==> config.mk <==
export PLATFORM = sky130hd
export DESIGN_NAME = comb_bist_capture
export DESIGN_NICKNAME = d
export VERILOG_FILES = /design/src/rtl/comb_bist_capture.sv
export SDC_FILE = /design/constraint.sdc
export NUM_CORES = 1
export LEC_CHECK = 0
export CAP_MARGIN = 10
export CORE_ASPECT_RATIO = 2
export CORE_MARGIN = 2
export CORE_UTILIZATION = 25
export CTS_BUF_LIST = sky130_fd_sc_hd__clkbuf_4
export DETAILED_ROUTE_END_ITERATION = 10
export MAX_ROUTING_LAYER = met4
export SETUP_SLACK_MARGIN = 0.3
export SLEW_MARGIN = 40
export SYNTH_ARGS = -nofsm -noshare
export SYNTH_HDL_FRONTEND = slang
export SYNTH_SLANG_ARGS = --single-unit
==> constraint.sdc <==
create_clock -name clk -period 5.71 [get_ports clk]
set_input_delay 0.8565 -clock clk [delete_from_list [all_inputs] [get_ports clk]]
set_output_delay 0.8565 -clock clk [all_outputs]
set_load 0.005 [all_outputs]
==> src/rtl/comb_bist_capture.sv <==
// Self-test capture engine: walks every stimulus pattern through a combinational block,
// checks that each response has settled and compacts the responses into a 16-bit MISR.
//
// state     | meaning
// ----------+---------------------------------------------------------------
// ST_IDLE   | waiting for start; results of an aborted run are held
// ST_SETTLE | pattern applied, counting settle cycles, response snapshot last
// ST_SAMPLE | response compared to snapshot and folded into the signature
// ST_DONE   | all patterns applied; results and done held until next start
module comb_bist_capture #(
    parameter int          PAT_W  = 13,
    parameter int          RESP_W = 5,
    parameter int          SETTLE = 4,
    parameter logic [15:0] POLY   = 16'h1021,
    parameter logic [15:0] SEED   = 16'hFFFF
) (
    input  logic              clk,
    input  logic              rst_n,
    input  logic              start,
    input  logic              abort,
    output logic [PAT_W-1:0]  pat_out,
    input  logic [RESP_W-1:0] resp_in,
    output logic              busy,
    output logic              done,
    output logic [15:0]       signature,
    output logic [PAT_W:0]    unstable_cnt,
    output logic [PAT_W-1:0]  first_unstable,
    output logic              first_unstable_vld
);

    typedef enum logic [1:0] {
        ST_IDLE   = 2'd0,
        ST_SETTLE = 2'd1,
        ST_SAMPLE = 2'd2,
        ST_DONE   = 2'd3
    } state_t;

    localparam logic [PAT_W-1:0] PAT_LAST    = '1;
    localparam logic [PAT_W:0]   UCNT_SAT    = {1'b1, {PAT_W{1'b0}}};
    localparam logic [3:0]       SETTLE_LAST = 4'(SETTLE - 1);

    state_t              state_q, state_d;
    logic [3:0]          settle_cnt_q, settle_cnt_d;
    logic [PAT_W-1:0]    pat_q, pat_d;
    logic [RESP_W-1:0]   resp_a_q, resp_a_d;
    logic [15:0]         sig_q, sig_d;
    logic [PAT_W:0]      ucnt_q, ucnt_d;
    logic [PAT_W-1:0]    first_q, first_d;
    logic                first_vld_q, first_vld_d;

    logic [15:0]         resp_ext;
    logic [15:0]         misr_next;

    assign resp_ext  = 16'(resp_in);
    assign misr_next = {sig_q[14:0], 1'b0} ^ (sig_q[15] ? POLY : 16'h0000) ^ resp_ext;

    always_ff @(posedge clk or negedge rst_n) begin
        if (!rst_n) begin
            state_q      <= ST_IDLE;
            settle_cnt_q <= '0;
            pat_q        <= '0;
            resp_a_q     <= '0;
            sig_q        <= SEED;
            ucnt_q       <= '0;
            first_q      <= '0;
            first_vld_q  <= 1'b0;
        end else begin
            state_q      <= state_d;
            settle_cnt_q <= settle_cnt_d;
            pat_q        <= pat_d;
            resp_a_q     <= resp_a_d;
            sig_q        <= sig_d;
            ucnt_q       <= ucnt_d;
            first_q      <= first_d;
            first_vld_q  <= first_vld_d;
        end
    end

    always_comb begin
        state_d      = state_q;
        settle_cnt_d = settle_cnt_q;
        pat_d        = pat_q;
        resp_a_d     = resp_a_q;
        sig_d        = sig_q;
        ucnt_d       = ucnt_q;
        first_d      = first_q;
        first_vld_d  = first_vld_q;

        case (state_q)
            ST_IDLE, ST_DONE: begin
                // abort wins over a simultaneous start
                if (start && !abort) begin
                    pat_d        = '0;
                    sig_d        = SEED;
                    ucnt_d       = '0;
                    first_vld_d  = 1'b0;
                    settle_cnt_d = '0;
                    state_d      = ST_SETTLE;
                end
            end
            ST_SETTLE: begin
                if (abort) begin
                    state_d = ST_IDLE;
                end else begin
                    settle_cnt_d = settle_cnt_q + 4'd1;
                    if (settle_cnt_q == SETTLE_LAST) begin
                        resp_a_d = resp_in;
                        state_d  = ST_SAMPLE;
                    end
                end
            end
            ST_SAMPLE: begin
                if (abort) begin
                    state_d = ST_IDLE;
                end else begin
                    sig_d = misr_next;
                    if (resp_in != resp_a_q) begin
                        if (ucnt_q != UCNT_SAT) begin
                            ucnt_d = ucnt_q + 1'b1;
                        end
                        if (!first_vld_q) begin
                            first_d     = pat_q;
                            first_vld_d = 1'b1;
                        end
                    end
                    if (pat_q == PAT_LAST) begin
                        state_d = ST_DONE;
                    end else begin
                        pat_d        = pat_q + 1'b1;
                        settle_cnt_d = '0;
                        state_d      = ST_SETTLE;
                    end
                end
            end
            default: state_d = ST_IDLE;
        endcase
    end

    assign pat_out            = pat_q;
    assign signature          = sig_q;
    assign unstable_cnt       = ucnt_q;
    assign first_unstable     = first_q;
    assign first_unstable_vld = first_vld_q;
    assign busy               = (state_q == ST_SETTLE) || (state_q == ST_SAMPLE);
    assign done               = (state_q == ST_DONE);

endmodule

## Word level (Yosys, flattened, before mapping)

Index checks and enable logic that the tools add are counted.

| operators by class | value |
|---|---|
| $add $sub $neg | 3 |
| equal/unequal tests | 14 |
| multiplexer cells | 28 |
| bitwise logic cells | 4 |
| reduce and logical (&&, ||, !) cells | 14 |

Operators with widths:

| cell | number |
|---|---|
| $mux 14 | 4 |
| $mux 13 | 4 |
| $mux 16 | 2 |
| $pmux 16 s2 | 1 |
| $pmux 14 s2 | 1 |
| $pmux 13 s2 | 1 |
| $mux 4 | 4 |
| $reduce_and 4->1 | 4 |
| $xor 16x13->16 | 1 |
| $xor 16x5->16 | 1 |
| $add 14x1->14 const B | 1 |
| $ne 14x14->1 const B | 1 |
| $add 13x1->13 const B | 1 |
| $eq 13x13->1 const B | 1 |
| $ne 2x2->1 const B | 6 |
| $pmux 4 s3 | 1 |
| $mux 2 | 5 |
| $pmux 2 s3 | 1 |
| $reduce_and 3->1 | 2 |
| $ne 5x5->1 | 1 |
| $reduce_and 5->1 | 1 |
| $add 4x1->4 const B | 1 |
| $eq 2x2->1 const B | 2 |
| $eq 4x2->1 const B | 1 |
| other kinds (12) | 15 |

| storage, ports and cells | value |
|---|---|
| register bits | 68 |
| bits of input ports | 9 |
| logic and storage cells | 71 |

## Depth between registers and ports, before layout

| logic depth | value |
|---|---|
| depth in word-level cells | 5 |
| gate-level depth with buffers | 9 |

## Least setup slack after synthesis

OpenSTA, ideal clock, no wires.

| path | value |
|---|---|
| path type | in2reg |
| start | input port resp_in[1] |
| end | register first_q[10], in the netlist first_unstable[10] |
| setup time | 0.125 ns |
| arrival time | 1.997 ns |
| path slack | 3.588 ns |
| stages on the path | 7 |
| path through | xnor2_1 > nand3_2 > nor2_1 > or3_1 > buf_2 > buf_6 > mux2_4 |

| between the ends | value |
|---|---|
| longest elaborated chain between the ends | 2 |

Ends and longest elaborated chain:

| what | RTL line | RTL |
|---|---|---|
| start, declared | 22 | `input logic [RESP_W-1:0] resp_in,` |
| $ne 5x5->1 | 117 | `if (resp_in != resp_a_q) begin` |
| $reduce_and 4->1 (no line) | n/a |  |
| end signal, assigned | 74 | `first_q <= first_d;` |
| end, declared | 48 | `logic [PAT_W-1:0] first_q, first_d;` |

Every way passes these cells.
A chain may end at the register's enable or synchronous reset.

## Worst setup path in the final report

| path | value |
|---|---|
| start | input port abort |
| end | register ucnt_q[7], in the netlist unstable_cnt[7] |

| between the ends | value |
|---|---|
| longest elaborated chain between the ends | 4 |
| elaborated cells on any way between the ends | 5 |
| classes of those cells | eq/ne (2); reduce/logical (3) |

Ends and longest elaborated chain:

| what | RTL line | RTL |
|---|---|---|
| start, declared | 20 | `input logic abort,` |
| $logic_not 1->1 | 92 | `if (start && !abort) begin` |
| $logic_and 1x1->1 | 92 |  |
| $ne 2x2->1 (no line) | n/a |  |
| $reduce_and 5->1 (no line) * | n/a |  |
| end signal, assigned | 73 | `ucnt_q <= ucnt_d;` |
| end, declared | 47 | `logic [PAT_W:0] ucnt_q, ucnt_d;` |

Mark *: on every way between the ends. The rest lies on a longest branch, timed or not.

==> flow_metrics.py <==
metrics = {
    "run_status": {
        "status": "completed",
    },
    "clock_network": {
        "clk_pin_slew_ns": 0.11,
        "ctsHoldBuffers": 0,
        "cts_tree": "built",
        "clock_latency_ns": 0.42,
        "cts_max_level": 3,
        "root_buffer": "clkbuf_4",
        "clk_path_buf_depth": 2,
        "cts.repair.resized": 0,
        "postCtsSetupRepairBufs": 0,
        "numCtsBuffers": 9,
        "cts.sinks": 68,
    },
    "power_and_ir_drop": {
        "p_sw_share_pct": 30.76,
        "p_switching_uw": 332.1,
        "power_frac_comb_pct": 21.0,
        "seqPwrFrac_pct": 50.6,
        "clockPowerShare_pct": 28.4,
        "intPower_uw": 747.4,
        "cellLeakagePower_uw": 0.001895,
        "power_density_mw_per_mm2": 245.6,
        "ir_drop_mv": 0.1433,
    },
    "setup_path": {
        "path_buf_inv": 1,
        "worstPathArrival_ns": 3.23,
        "crit_type": "input pin to register",
        "max_stage_delay_ns": 0.65,
        "worstPathRequired_ns": 6.08,
        "crit_chain": "clkdlybuf4s50_1 -> and4bb_1 -> nand3b_1 -> o211ai_2 -> or4b_1 -> nand3_1",
        "cp_max_fo": 17,
        "crit_path_start_kind": "input pin",
        "crit_path_end_kind": "register",
        "slowest_stage": "and4bb_1",
        "path_delay_family": "simple AND/OR/NAND/NOR gates",
    },
    "timing": {
        "setup_viol": 0,
        "fin_crit_ns": 2.861,
        "worst_pin_slew_ns": 0.7729,
        "slew_viol_final": 0,
        "grt_setup_unrepaired": "no",
        "fin_tns_setup_ns": 0,
        "fmax_mhz": 349.5,
        "finalHoldViolCount": 0,
        "finalClockSkew_ns": 0.01095,
        "slew_headroom_pct": 48.47,
        "period_share_pct": 50.11,
    },
    "synth": {
        "yosysTopAreaCellShare_pct": 37.57,
        "synth-seq-cells": 68,
        "yosys_warnings": 0,
        "syn_inst": 336,
        "synth_area_mm2": 0.003463,
        "ys.flop_type": "dfrtp_1",
        "syn_nets": 352,
        "ys_types": 45,
        "synth_area_per_cell_um2": 10.31,
        "synth.largest_area_cell": "dfrtp_1",
        "ys_async_sr_fraction_pct": 100.0,
        "ys_seq_area_share_pct": 49.71,
        "synth_area_leaders": "dfrtp_1, dfstp_2, mux2_4",
        "synth_edf_count": 0,
    },
    "worst_hold_path": {
        "holdCritPathClass": "input pin to asynchronous set/reset pin",
    },
    "detailed_routing": {
        "vias": 2724,
        "routedWlPerCell_um": 15.67,
        "drt_iter0_markers": 178,
        "dr.pass1.iters": 4,
        "drt_wl_total_mm": 8.776,
        "drc_errors": 0,
        "vias_per_cell": 4.864,
        "ant_nets": 0,
    },
    "die": {
        "die_w_um": 87.23,
        "die_h_um": 170.5,
        "initial_utilization_pct": 25.63,
        "coreArea_mm2": 0.01351,
        "rows": 60,
        "die_area_mm2": 0.01487,
        "ioPinCount": 68,
    },
    "placement": {
        "io_buffers": 67,
        "dpl.hpwl_mm": 6.295,
        "dpl_cell_area_mm2": 0.004263,
        "gp_congestion": 0.7338,
    },
    "global_route": {
        "grtUsageTotal_pct": 12.81,
        "grt_max_degree": 69,
        "antenna_found_initial": 1,
        "first_global_vias": 2856,
        "grt_pass1_wl_mm": 14.28,
        "gr-total-overflow": 0,
    },
    "finish": {
        "syn2layout_area_growth_pct": 26.91,
        "fin_area_mm2": 0.004395,
        "fillCellCount": 1414,
        "drive_gt1_share_pct": 14.36,
        "nets": 415,
    },
    "run": {
        "maxCapViolations": 0,
    },
}
-- worst paths after layout --
path / from / endpoint / slack (ns) / cells after the start
min in group clk: signature[10] / signature[11] / 0.50 / 2
max in group asynchronous: rst_n / pat_out[8] / 4.74 / 2
worst max-delay path: abort / unstable_cnt[7] / 2.85 / 6
worst max register to register: state_q[0] / unstable_cnt[7] / 3.09 / 7
worst min-delay path: rst_n / first_unstable[4] / 0.50 / 2
worst min register to register: signature[10] / signature[11] / 0.50 / 2
-- layout make-up --
| type | count | area [um^2] | area share, % |
|---|---|---|---|
| Inverter | 17 | 63.81 | 1.452 |
| Clock inverter | 6 | 55.05 | 1.252 |
| Tap cell | 155 | 193.9 | 4.412 |
| Clock buffer | 10 | 75.07 | 1.708 |
| Timing Repair Buffer | 70 | 691.9 | 15.74 |
| Multi-Input combinational cell | 233 | 1592 | 36.21 |
| Antenna cell | 1 | 2.502 | 0.05693 |
| Sequential cell | 68 | 1722 | 39.17 |
-- registers in the layout, summed over array words and instances (netlist names) --
register            cells
pat_out                13
settle_cnt_q            4
first_unstable         13
unstable_cnt           14
signature              16
first_unstable_vld      1
resp_a_q                5
state_q                 2
-- synthesized netlist by cell type (9+ instances only) --
cell type  number
dfrtp_1        52
nand2_1        32
nor2_1         30
o21ai_0        20
inv_1          17
dfstp_2        16
a31oi_1        15
xnor2_1        14
mux2_4         10
xor2_1         10
clkbuf_1        9
mux2_2          9
nand3_1         9
nand4_1         9
-- layout by cell type (no fill, tap or decap), types with 6 or more instances in the layout --
cell / Yosys / layout
a31oi_1: 15 / 15
nor2_1: 30 / 30
o21ai_0: 20 / 20
nand3_1: 9 / 9
clkdlybuf4s50_1: 0 / 66
clkbuf_4: 0 / 10
xnor2_1: 14 / 14
dfstp_2: 16 / 16
nand2_1: 32 / 32
mux2_4: 10 / 10
xor2_1: 10 / 10
dfrtp_1: 52 / 52
o211ai_1: 7 / 7
inv_1: 17 / 17
and2_1: 6 / 6
mux2_2: 9 / 9
ha_1: 7 / 7
nand4_1: 9 / 9
nand2b_1: 6 / 6
-- stage by stage --
stage | cells | setup slack, ns | hold slack [ns] | power (uW) | util (%)
floorplan | 336 | 3.588 | 0.4756 | 695.8 | -
global placement | 543 | 2.515 | 0.4784 | 771.4 | 31.52
detailed placement | 543 | 2.422 | 0.4837 | 784.8 | 31.55
CTS | 559 | 2.890 | 0.4958 | 1102 | 32.51
global route | 560 | 2.724 | 0.5266 | 1150 | 32.53
finish | 560 | 2.849 | 0.4996 | 1080 | 32.53
-- cell families after synthesis --
kind of cell | count (synthesis) | synth area share (%)
AO/OA/AOI/OAI | 59 | 11.24
XOR/XNOR | 24 | 6.069
adder cells (fa/ha/maj) | 7 | 2.529
buffers and inverters | 35 | 4.335
flip-flops | 68 | 49.71
multiplexers | 21 | 7.840
AND/OR/NAND/NOR | 122 | 18.28
-- power groups by stage --
| stage | clock network [uW] | registers [uW] | logic, uW |
|---|---|---|---|
| after detailed placement | 0 | 555 | 229 |
| final | 307 | 546 | 226 |
| after global routing | 343 | 553 | 254 |
| after floorplan | 0 | 549 | 146 |
| after CTS | 325 | 547 | 230 |
| after global placement | 0 | 554 | 217 |
-- layer usage --
| metal | vias to the layer above | share of wire (%) | GRT usage (%) |
|---|---|---|---|
| met2 | 58 | 54 | 22.10 |
| met4 | 0 | 2.5 | 5.886 |
| met5 | - | 0 | - |
| met1 | 1335 | 39 | 13.65 |
| met3 | 14 | 3.9 | 2.910 |
| li1 | 1317 | - | - |
No activity file was read; power rests on OpenSTA's default activity.
